## config.mk

```make
export PLATFORM = sky130hd
export DESIGN_NAME = ysyx_24110006_lsu_flat
export DESIGN_NICKNAME = d
export VERILOG_FILES = /design/src/rtl/ysyx_24110006_lsu_if.sv /design/src/rtl/ysyx_24110006_lsu.sv /design/src/flat_wrapper.sv
export SDC_FILE = /design/constraint.sdc
export NUM_CORES = 1
export LEC_CHECK = 0
export ABC_AREA = 0
export CAP_MARGIN = 30
export CORE_UTILIZATION = 60
export DETAILED_ROUTE_END_ITERATION = 8
export DONT_BUFFER_PORTS = 1
export GPL_ROUTABILITY_DRIVEN = 1
export PLACE_DENSITY = 0.82
export SYNTH_ARGS = -nofsm -noshare
export SYNTH_HDL_FRONTEND = slang
export SYNTH_SLANG_ARGS = --single-unit
```

## constraint.sdc

```tcl
create_clock -name i_clock -period 2.82 [get_ports i_clock]
set_input_delay 0 -clock i_clock [delete_from_list [all_inputs] [get_ports i_clock]]
set_output_delay 0 -clock i_clock [all_outputs]
set_load 0.02 [all_outputs]
```

## src/rtl/ysyx_24110006_lsu_if.sv

```systemverilog
// Bundle of the EXU-side handshake, the word-aligned memory bus and the
// write-back handshake seen by the load/store unit.
interface ysyx_24110006_lsu_if;
  logic        i_valid;
  logic        o_ready;
  logic        i_wen;
  logic [2:0]  i_func;
  logic [31:0] i_addr;
  logic [31:0] i_wdata;
  logic        o_mem_req;
  logic        o_mem_wen;
  logic [31:0] o_mem_addr;
  logic [31:0] o_mem_wdata;
  logic [3:0]  o_mem_wmask;
  logic        i_mem_ack;
  logic [31:0] i_mem_rdata;
  logic        o_valid;
  logic        i_ready;
  logic [31:0] o_rdata;
  logic        o_err;
  logic [1:0]  o_err_code;

  // LSU side
  modport master (
    input  i_valid, i_wen, i_func, i_addr, i_wdata, i_mem_ack, i_mem_rdata, i_ready,
    output o_ready, o_mem_req, o_mem_wen, o_mem_addr, o_mem_wdata, o_mem_wmask,
           o_valid, o_rdata, o_err, o_err_code
  );

  // EXU / memory / write-back side
  modport slave (
    output i_valid, i_wen, i_func, i_addr, i_wdata, i_mem_ack, i_mem_rdata, i_ready,
    input  o_ready, o_mem_req, o_mem_wen, o_mem_addr, o_mem_wdata, o_mem_wmask,
           o_valid, o_rdata, o_err, o_err_code
  );
endinterface

```

## src/rtl/ysyx_24110006_lsu.sv

```systemverilog
// Load/store unit: one operation at a time, word-aligned req/ack bus, load
// alignment and extension, and a bus-wait timeout that reports an error.
module ysyx_24110006_lsu #(
  parameter int TIMEOUT_CYCLES = 255
) (
  input  logic                  i_clock,
  input  logic                  i_reset,
  ysyx_24110006_lsu_if.master   bus
);

  typedef enum logic [1:0] {
    ST_IDLE = 2'b00,
    ST_REQ  = 2'b01,
    ST_RESP = 2'b10
  } state_t;

  localparam logic [15:0] WAIT_LAST = 16'(TIMEOUT_CYCLES - 1);

  state_t      state_r;
  logic [15:0] cnt_r;
  logic        wen_r;
  logic [2:0]  func_r;
  logic [1:0]  off_r;
  logic        ready_r;
  logic        mem_req_r;
  logic        mem_wen_r;
  logic [31:0] mem_addr_r;
  logic [31:0] mem_wdata_r;
  logic [3:0]  mem_wmask_r;
  logic        valid_r;
  logic [31:0] rdata_r;
  logic        err_r;
  logic [1:0]  err_code_r;

  logic        func_ok_s;
  logic        size_bad_s;
  logic        accept_err_s;
  logic [3:0]  st_wmask_s;
  logic [31:0] st_wdata_s;

  // Select the addressed byte/half of the bus word and extend it per funct3.
  function automatic logic [31:0] load_extract(input logic [2:0] func,
                                               input logic [1:0] off,
                                               input logic [31:0] word);
    logic [7:0]  b;
    logic [15:0] h;
    logic [31:0] r;
    b = word[{off, 3'b000} +: 8];
    h = off[1] ? word[31:16] : word[15:0];
    case (func)
      3'b000:  r = {{24{b[7]}}, b};
      3'b001:  r = {{16{h[15]}}, h};
      3'b100:  r = {24'h000000, b};
      3'b101:  r = {16'h0000, h};
      default: r = word;
    endcase
    return r;
  endfunction

  // Legality and alignment of the operation offered by the EXU.
  always_comb begin
    func_ok_s  = 1'b0;
    size_bad_s = 1'b0;
    if (bus.i_wen) begin
      func_ok_s = (bus.i_func <= 3'b010);
    end else begin
      case (bus.i_func)
        3'b000, 3'b001, 3'b010, 3'b100, 3'b101: func_ok_s = 1'b1;
        default:                                 func_ok_s = 1'b0;
      endcase
    end
    case (bus.i_func[1:0])
      2'b01:   size_bad_s = bus.i_addr[0];
      2'b10:   size_bad_s = |bus.i_addr[1:0];
      default: size_bad_s = 1'b0;
    endcase
    accept_err_s = ~func_ok_s | size_bad_s;
  end

  // Store byte enables and lane-replicated write data.
  always_comb begin
    st_wmask_s = 4'b1111;
    st_wdata_s = bus.i_wdata;
    case (bus.i_func[1:0])
      2'b00: begin
        st_wmask_s = 4'b0001 << bus.i_addr[1:0];
        st_wdata_s = {4{bus.i_wdata[7:0]}};
      end
      2'b01: begin
        st_wmask_s = bus.i_addr[1] ? 4'b1100 : 4'b0011;
        st_wdata_s = {2{bus.i_wdata[15:0]}};
      end
      default: begin
        st_wmask_s = 4'b1111;
        st_wdata_s = bus.i_wdata;
      end
    endcase
  end

  // Control FSM; every output is a register so no input reaches an output combinationally.
  always_ff @(posedge i_clock or negedge i_reset) begin
    if (!i_reset) begin
      state_r     <= ST_IDLE;
      cnt_r       <= 16'h0000;
      wen_r       <= 1'b0;
      func_r      <= 3'b000;
      off_r       <= 2'b00;
      ready_r     <= 1'b1;
      mem_req_r   <= 1'b0;
      mem_wen_r   <= 1'b0;
      mem_addr_r  <= 32'h0000_0000;
      mem_wdata_r <= 32'h0000_0000;
      mem_wmask_r <= 4'b0000;
      valid_r     <= 1'b0;
      rdata_r     <= 32'h0000_0000;
      err_r       <= 1'b0;
      err_code_r  <= 2'b00;
    end else begin
      case (state_r)
        ST_IDLE: begin
          if (bus.i_valid) begin
            wen_r   <= bus.i_wen;
            func_r  <= bus.i_func;
            off_r   <= bus.i_addr[1:0];
            ready_r <= 1'b0;
            if (accept_err_s) begin
              state_r    <= ST_RESP;
              valid_r    <= 1'b1;
              rdata_r    <= 32'h0000_0000;
              err_r      <= 1'b1;
              err_code_r <= 2'b01;
            end else begin
              state_r     <= ST_REQ;
              cnt_r       <= 16'h0000;
              mem_req_r   <= 1'b1;
              mem_wen_r   <= bus.i_wen;
              mem_addr_r  <= {bus.i_addr[31:2], 2'b00};
              mem_wdata_r <= bus.i_wen ? st_wdata_s : 32'h0000_0000;
              mem_wmask_r <= bus.i_wen ? st_wmask_s : 4'b0000;
            end
          end else begin
            ready_r <= 1'b1;
          end
        end
        ST_REQ: begin
          // An ack in the final wait cycle takes priority over the timeout.
          if (bus.i_mem_ack || (cnt_r == WAIT_LAST)) begin
            state_r     <= ST_RESP;
            mem_req_r   <= 1'b0;
            mem_wen_r   <= 1'b0;
            mem_wdata_r <= 32'h0000_0000;
            mem_wmask_r <= 4'b0000;
            valid_r     <= 1'b1;
            if (bus.i_mem_ack) begin
              rdata_r    <= wen_r ? 32'h0000_0000 : load_extract(func_r, off_r, bus.i_mem_rdata);
              err_r      <= 1'b0;
              err_code_r <= 2'b00;
            end else begin
              rdata_r    <= 32'h0000_0000;
              err_r      <= 1'b1;
              err_code_r <= 2'b10;
            end
          end else begin
            cnt_r <= cnt_r + 16'h0001;
          end
        end
        ST_RESP: begin
          if (bus.i_ready) begin
            state_r    <= ST_IDLE;
            cnt_r      <= 16'h0000;
            ready_r    <= 1'b1;
            valid_r    <= 1'b0;
            rdata_r    <= 32'h0000_0000;
            err_r      <= 1'b0;
            err_code_r <= 2'b00;
          end else begin
            valid_r <= 1'b1;
          end
        end
        default: begin
          state_r   <= ST_IDLE;
          cnt_r     <= 16'h0000;
          ready_r   <= 1'b1;
          mem_req_r <= 1'b0;
          valid_r   <= 1'b0;
          err_r     <= 1'b0;
        end
      endcase
    end
  end

  assign bus.o_ready     = ready_r;
  assign bus.o_mem_req   = mem_req_r;
  assign bus.o_mem_wen   = mem_wen_r;
  assign bus.o_mem_addr  = mem_addr_r;
  assign bus.o_mem_wdata = mem_wdata_r;
  assign bus.o_mem_wmask = mem_wmask_r;
  assign bus.o_valid     = valid_r;
  assign bus.o_rdata     = rdata_r;
  assign bus.o_err       = err_r;
  assign bus.o_err_code  = err_code_r;

endmodule

```

## src/flat_wrapper.sv

```systemverilog
// flat-port wrapper written by rule: the top's interface ports become plain ports
module ysyx_24110006_lsu_flat 
#(
  parameter int TIMEOUT_CYCLES = 255
)
  (i_clock, i_reset, bus_i_valid, bus_i_wen, bus_i_func, bus_i_addr, bus_i_wdata, bus_i_mem_ack, bus_i_mem_rdata, bus_i_ready, bus_o_ready, bus_o_mem_req, bus_o_mem_wen, bus_o_mem_addr, bus_o_mem_wdata, bus_o_mem_wmask, bus_o_valid, bus_o_rdata, bus_o_err, bus_o_err_code);
  ysyx_24110006_lsu_if bus_i ();
  input  logic i_clock;
  input  logic i_reset;
  input wire logic [$bits(bus_i.i_valid)-1:0] bus_i_valid;
  input wire logic [$bits(bus_i.i_wen)-1:0] bus_i_wen;
  input wire logic [$bits(bus_i.i_func)-1:0] bus_i_func;
  input wire logic [$bits(bus_i.i_addr)-1:0] bus_i_addr;
  input wire logic [$bits(bus_i.i_wdata)-1:0] bus_i_wdata;
  input wire logic [$bits(bus_i.i_mem_ack)-1:0] bus_i_mem_ack;
  input wire logic [$bits(bus_i.i_mem_rdata)-1:0] bus_i_mem_rdata;
  input wire logic [$bits(bus_i.i_ready)-1:0] bus_i_ready;
  output wire logic [$bits(bus_i.o_ready)-1:0] bus_o_ready;
  output wire logic [$bits(bus_i.o_mem_req)-1:0] bus_o_mem_req;
  output wire logic [$bits(bus_i.o_mem_wen)-1:0] bus_o_mem_wen;
  output wire logic [$bits(bus_i.o_mem_addr)-1:0] bus_o_mem_addr;
  output wire logic [$bits(bus_i.o_mem_wdata)-1:0] bus_o_mem_wdata;
  output wire logic [$bits(bus_i.o_mem_wmask)-1:0] bus_o_mem_wmask;
  output wire logic [$bits(bus_i.o_valid)-1:0] bus_o_valid;
  output wire logic [$bits(bus_i.o_rdata)-1:0] bus_o_rdata;
  output wire logic [$bits(bus_i.o_err)-1:0] bus_o_err;
  output wire logic [$bits(bus_i.o_err_code)-1:0] bus_o_err_code;
  assign bus_i.i_valid = bus_i_valid;
  assign bus_i.i_wen = bus_i_wen;
  assign bus_i.i_func = bus_i_func;
  assign bus_i.i_addr = bus_i_addr;
  assign bus_i.i_wdata = bus_i_wdata;
  assign bus_i.i_mem_ack = bus_i_mem_ack;
  assign bus_i.i_mem_rdata = bus_i_mem_rdata;
  assign bus_i.i_ready = bus_i_ready;
  assign bus_o_ready = bus_i.o_ready;
  assign bus_o_mem_req = bus_i.o_mem_req;
  assign bus_o_mem_wen = bus_i.o_mem_wen;
  assign bus_o_mem_addr = bus_i.o_mem_addr;
  assign bus_o_mem_wdata = bus_i.o_mem_wdata;
  assign bus_o_mem_wmask = bus_i.o_mem_wmask;
  assign bus_o_valid = bus_i.o_valid;
  assign bus_o_rdata = bus_i.o_rdata;
  assign bus_o_err = bus_i.o_err;
  assign bus_o_err_code = bus_i.o_err_code;
  ysyx_24110006_lsu #(.TIMEOUT_CYCLES(TIMEOUT_CYCLES)) u_core (.i_clock(i_clock), .i_reset(i_reset), .bus(bus_i));
endmodule
```

Yosys cells after proc, flatten, opt, wreduce, memory -nomap -nowiden
Cells that the tools add are included.
{"block": "totals", "reg_bits": 129, "input_bits": 105, "output_inout_bits": 107}
{"block": "classes", "add_sub_neg": 1, "magnitude_cmp": 1, "n_eq_ne": 18, "n_shift": 2, "muxes": 59, "bitwise": 5, "reduce_logical": 19}
{"cell": "$mux W32", "count": 10}
{"cell": "$pmux W32 S2", "count": 2}
{"cell": "$pmux W32 S4", "count": 1}
{"cell": "$pmux W32 S3", "count": 1}
{"cell": "$mux W16", "count": 5}
{"cell": "$pmux W16 S3", "count": 1}
{"cell": "$shiftx A32 B6 Y8", "count": 1}
{"cell": "$mux W4", "count": 5}
{"cell": "$add A16 B1 Y16 const B", "count": 1}
{"cell": "$eq A16 B8 Y1 const B", "count": 1}
{"cell": "$mux W1", "count": 16}
{"cell": "$mux W2", "count": 8}
{"cell": "$pmux W4 S2", "count": 2}
{"cell": "$reduce_and A4 Y1", "count": 4}
{"cell": "$eq A3 B3 Y1 const B", "count": 4}
{"cell": "$pmux W1 S3", "count": 4}
{"cell": "$pmux W2 S3", "count": 2}
{"cell": "$reduce_and A3 Y1", "count": 3}
{"cell": "$ne A2 B2 Y1 const B", "count": 4}
{"cell": "$eq A3 B1 Y1 const B", "count": 2}
{"cell": "$logic_not A3 Y1", "count": 2}
{"cell": "$reduce_and A5 Y1", "count": 1}
{"cell": "$reduce_or A5 Y1", "count": 1}
{"cell": "$eq A2 B1 Y1 const B", "count": 2}
{"cell": "14 further kinds", "count": 22}

Logic depth before layout (Yosys ltp)
{"block": "logic_depth", "depth_word": 9, "mapped_depth": 11, "depth_no_buf": 7}

Worst setup path before layout
Ideal clock, no wire load.
{"block": "synth_timing", "path_kind": "input to register", "start": "input port bus_i_func[1]", "end": "register u_core.mem_wdata_r[13], in the netlist u_core.bus.o_mem_wdata[13]", "setup_ns": 0.078, "arrival_ns": 2.369, "t_required_ns": 2.742, "path_slack_ns": 0.373, "stages": 11, "cell_sequence": "clkbuf_1 -> inv_1 -> ha_1 -> buf_2 -> and3_1 -> a211oi_2 -> o211ai_2 -> or3_1 -> clkbuf_1 -> clkbuf_1 -> o2bb2ai_1"}
{"block": "synth_via", "elab_chain_len": 8, "word_cells_on_any_way": 22}
{"element": "start, declared", "line_no": "flat_wrapper.sv:12", "rtl": "input wire logic [$bits(bus_i.i_func)-1:0] bus_i_func;"}
{"element": "$eq A3 B1 Y1 (tied with other cells)", "line_no": "ysyx_24110006_lsu.sv:67", "rtl": "case (bus.i_func)"}
{"element": "$reduce_or A5 Y1", "line_no": "ysyx_24110006_lsu.sv:67"}
{"element": "$mux W1", "line_no": "ysyx_24110006_lsu.sv:67"}
{"element": "$mux W1", "line_no": "ysyx_24110006_lsu.sv:64", "rtl": "if (bus.i_wen) begin"}
{"element": "$not A1 Y1", "line_no": "ysyx_24110006_lsu.sv:77", "rtl": "accept_err_s = ~func_ok_s | size_bad_s;"}
{"element": "$or A1 B1 Y1", "line_no": "ysyx_24110006_lsu.sv:77"}
{"element": "$ne A2 B2 Y1 (no line)"}
{"element": "$reduce_and A4 Y1 (no line)"}
{"element": "end signal, assigned", "line_no": "ysyx_24110006_lsu.sv:138", "rtl": "mem_wdata_r <= bus.i_wen ? st_wdata_s : 32'h0000_0000;"}
{"element": "end, declared", "line_no": "ysyx_24110006_lsu.sv:28", "rtl": "logic [31:0] mem_wdata_r;"}
Parallel ways exist; a longest one is shown, timed or not. The select of a mux whose other input is x is not followed.
A chain may end at the register's enable or synchronous reset.

Worst setup path after layout
{"block": "layout_timing", "start": "register u_core.func_r[0]", "end": "register u_core.rdata_r[4], in the netlist u_core.bus.o_rdata[4]"}
{"block": "layout_via", "elab_chain_len": 6, "word_cells_on_any_way": 9}
{"element": "start, declared", "line_no": "ysyx_24110006_lsu.sv:22", "rtl": "logic [2:0] func_r;"}
{"element": "start signal, assigned", "line_no": "ysyx_24110006_lsu.sv:123", "rtl": "func_r <= bus.i_func;"}
{"element": "$eq A3 B3 Y1 (tied with other cells)", "line_no": "ysyx_24110006_lsu.sv:50", "rtl": "case (func)"}
{"element": "$pmux W32 S4 (*)", "line_no": "ysyx_24110006_lsu.sv:50"}
{"element": "$mux W32 (*)", "line_no": "ysyx_24110006_lsu.sv:155", "rtl": "rdata_r <= wen_r ? 32'h0000_0000 : load_extract(func_r, off_r, bus.i_mem_rdata);"}
{"element": "$mux W32 (*)", "line_no": "ysyx_24110006_lsu.sv:154", "rtl": "if (bus.i_mem_ack) begin"}
{"element": "$mux W32 (*)", "line_no": "ysyx_24110006_lsu.sv:147", "rtl": "if (bus.i_mem_ack || (cnt_r == WAIT_LAST)) begin"}
{"element": "$pmux W32 S3 (*)", "line_no": "ysyx_24110006_lsu.sv:119", "rtl": "case (state_r)"}
{"element": "end signal, assigned", "line_no": "ysyx_24110006_lsu.sv:155"}
{"element": "end, declared", "line_no": "ysyx_24110006_lsu.sv:31", "rtl": "logic [31:0] rdata_r;"}
Mark *: on every way between the ends. The rest lies on a longest branch, timed or not. The select of a mux whose other input is x is not followed.

==> flow_summary.toml <==
[clock_network]
h-tree-depth = 4
clk_pin_slew_ns = 0.07
cts_buffer_depth = 2
cts_buffers = 17
hold_buffers = 119
ctsRootBufferMaster = "clkbuf_8"
clock_latency_ns = 0.53
cts_tree = "built"
cts_sinks = 129

[sta]
period_needed_ns = 2.63
setup_viol = 0
worst_slack_ns = 0.186
fmax_mhz = 380
slew_violations = 0
finalCritPeriodShare_pct = 93.4
tns_ns = 0
finClkSkew_ns = 0.0130
tightest_slew_ns = 0.620
fin_hold_ws_ns = -0.836
rsz0062_at_grt = "false"
finalHoldViolCount = 129
slew_headroom_pct = 58.6

[finish]
final_nets = 819
syn_to_final_growth_pct = 28.4
drive_gt1_share_pct = 17.2
design_area_sq_um = 8410
layout_common_cells = "128 x dfrtp_1, 118 x dlygate4sd3_1, 42 x mux2_2"
num_antenna_cells = 0
fill_cells = 584
final_common_cell = "dfrtp_1"
ff_latch_area_sq_um = 3230
stdcell_count = 852
multi_input_area_sq_um = 2990

[floorplanning]
core_sq_um = 10500
initial_utilization_pct = 62.6
die_area_sq_um = 11300
ios = 212
fp-row-count = 37
die_h_um = 107
dieWidth_um = 107

[routing]
drc = 0
viasPerCell = 6.76
wl_per_cell_um = 24.9
via_count = 5757
ant_nets = 0
drt-total-wl_um = 21200
first_iter_violations = 605
drtPass1Iterations = 5

[outcome]
outcome = "finished, violations left"
violations = "negative hold slack"

[setup_path]
end_kind = "register"
crit_required_ns = 3.22
r2r-end = "u_core.bus.o_rdata[4]"
r2r_setup_slack_ns = 0.19
cp.arrival_ns = 3.04
r2r_cells = 6
r2r-start = "u_core.func_r[0]"
crit_type = "register to register"
start_kind = "register"
crit_fanout = 15

[global_routing]
grt_max_degree = 130
overflow = 0
grt_pass1_wl_um = 32600
antenna_found_initial = 0
grt_pass1_vias = 5878
grt_use_total_pct = 37.9

[pwr]
ir_worst_vdd_uv = 450
powerDensity_nw_per_um2 = 957
power_leakage_nw = 3.80

[place]
dp_cells = 702
routabilityCongestion = 0.926
place_worst_setup_slack_ns = 0.348
portBuffers = 0
dp_hpwl_um = 11800
placed_area_sq_um = 6640

[synth]
synth.distinct_cells = 57
yosysWarnings = 0
ys.flop_type = "dfrtp_1"
async_flop_share_pct = 100
synth-edff-count = 0
synth.cell_area_sq_um = 6550
yosysSeqAreaShare_pct = 49.3
yosys_register_bits = 129
synth.avg_cell_area_sq_um = 11.1
synth_cells = 592

[job]
max_cap_viol_count = 0

[worst_hold_path]
hold_class = "primary input to async pin"
-- power breakdown --
part / leakage [nW] / internal, W / switching [W]
Clock: 0.269 / 0.00127 / 0.000910
Combinational: 1.85 / 0.00108 / 0.00126
Sequential: 1.69 / 0.00240 / 0.00113
Total: 3.80 / 0.00475 / 0.00330
-- logic make-up after synthesis --
family                     share of synthesized area, %
DFF                                                49.3
muxes                                              15.0
adders and majority gates                          1.91
and+or+nand+nor                                    8.99
other                                            0.0572
buffers and inverters                              5.36
AOI/OAI and AO/OA                                  19.4
-- worst max path at each step --
stage / startpoint / end / slack, ns / cells past startpoint
3_3_place_gp: u_core.cnt_r[8] / u_core.bus.o_rdata[21] / 0.42 / 6
3_5_place_dp: u_core.cnt_r[8] / u_core.bus.o_rdata[4] / 0.35 / 7
5_1_grt: u_core.state_r[1] / u_core.cnt_r[14] / 0.09 / 6
4_1_cts: bus_i_func[1] / u_core.bus.o_mem_wdata[13] / 0.02 / 8
2_1_floorplan: bus_i_func[1] / u_core.bus.o_mem_wdata[13] / 0.37 / 11
6_report: u_core.func_r[0] / u_core.bus.o_rdata[4] / 0.19 / 6
-- per-layer routing --
metal  global-route usage (%)  wire, um  vias up
met2                     64.1     10600      470
met1                     43.4      7470     2801
li1                         -         -     2422
met5                        0         0        -
met3                     11.8      2350       64
met4                     18.6       754        0
-- flip-flops by register name, summed over array words and instances, names as in the netlist --
name and count:
u_core.bus.o_err 1, u_core.bus.o_err_code 2, u_core.bus.o_mem_addr 30, u_core.bus.o_mem_req 1
u_core.bus.o_mem_wdata 32, u_core.bus.o_mem_wen 1, u_core.bus.o_mem_wmask 4, u_core.bus.o_rdata 32
u_core.bus.o_ready 1, u_core.bus.o_valid 1, u_core.cnt_r 16, u_core.func_r 3
u_core.off_r 2, u_core.state_r 2, u_core.wen_r 1
-- timing repair --
item | in CTS | in global routing
resized for setup | 0 | 5
setup endpoints to repair | 0 | 51
endpoints found under the hold margin | 238 | 129
setup buffers | 0 | 0
-- Yosys cell counts, types with 2 or more instances --
library cell  count  area, sq um
a31oi_1          15         93.8
o21ai_0          15         75.1
inv_1            37          139
o41ai_1           4         35.0
mux2_4           21          315
o21a_1            3         22.5
nor3b_1           2         15.0
a21oi_1          37          185
mux2i_1          17          170
nor4_1            3         18.8
o221ai_1          7         61.3
o211a_1           2         20.0
a22o_1           23          201
ha_1             10          125
nand2_1          37          139
nand4_1           5         31.3
dfrtp_1         128         3200
buf_4             2         15.0
nand2b_1          5         31.3
nand3_1          12         60.1
clkbuf_1         27          101
nor2_1           21         78.8
buf_1             2         7.51
buf_2             8         40.0
a21o_1            3         22.5
a22oi_1           6         45.0
o31ai_1          23          173
and2_1            2         12.5
mux2_2           42          473
nor3_1           11         55.1
nor2b_1           6         37.5
o22ai_1           2         12.5
buf_6             4         45.0
o2bb2ai_1        24          210
or3_1             2         12.5
and3_1            3         18.8
-- per-stage QoR --
step | hold slack [ns] | util, % | total power [W]
3_3_place_gp | -0.293 | 63.5 | 0.00542
6_report | -0.836 | 80.4 | 0.00805
2_1_floorplan | -0.296 | - | 0.00503
3_5_place_dp | -0.293 | 63.5 | 0.00553
5_1_grt | -0.855 | 80.4 | 0.00832
4_1_cts | -0.846 | 80.3 | 0.00786
-- critical path, cell delays in order, from the launching register on --
cell           delay (ns)
dfrtp_1              0.58
nor2b_2              0.36
nor2_1               0.08
nor2_1               0.43
o221ai_1             0.18
dlygate4sd3_1        0.63
mux2i_1              0.26
-- final cells by class --
class | instances | share of cell area, %
Clock buffer | 17 | 4.92
Timing Repair Buffer | 135 | 15.7
Multi-Input combinational cell | 383 | 35.5
Clock inverter | 14 | 1.84
Inverter | 38 | 1.70
Tap cell | 136 | 2.02
Sequential cell | 129 | 38.4
Note: power is estimated with default switching activity, not from simulation.
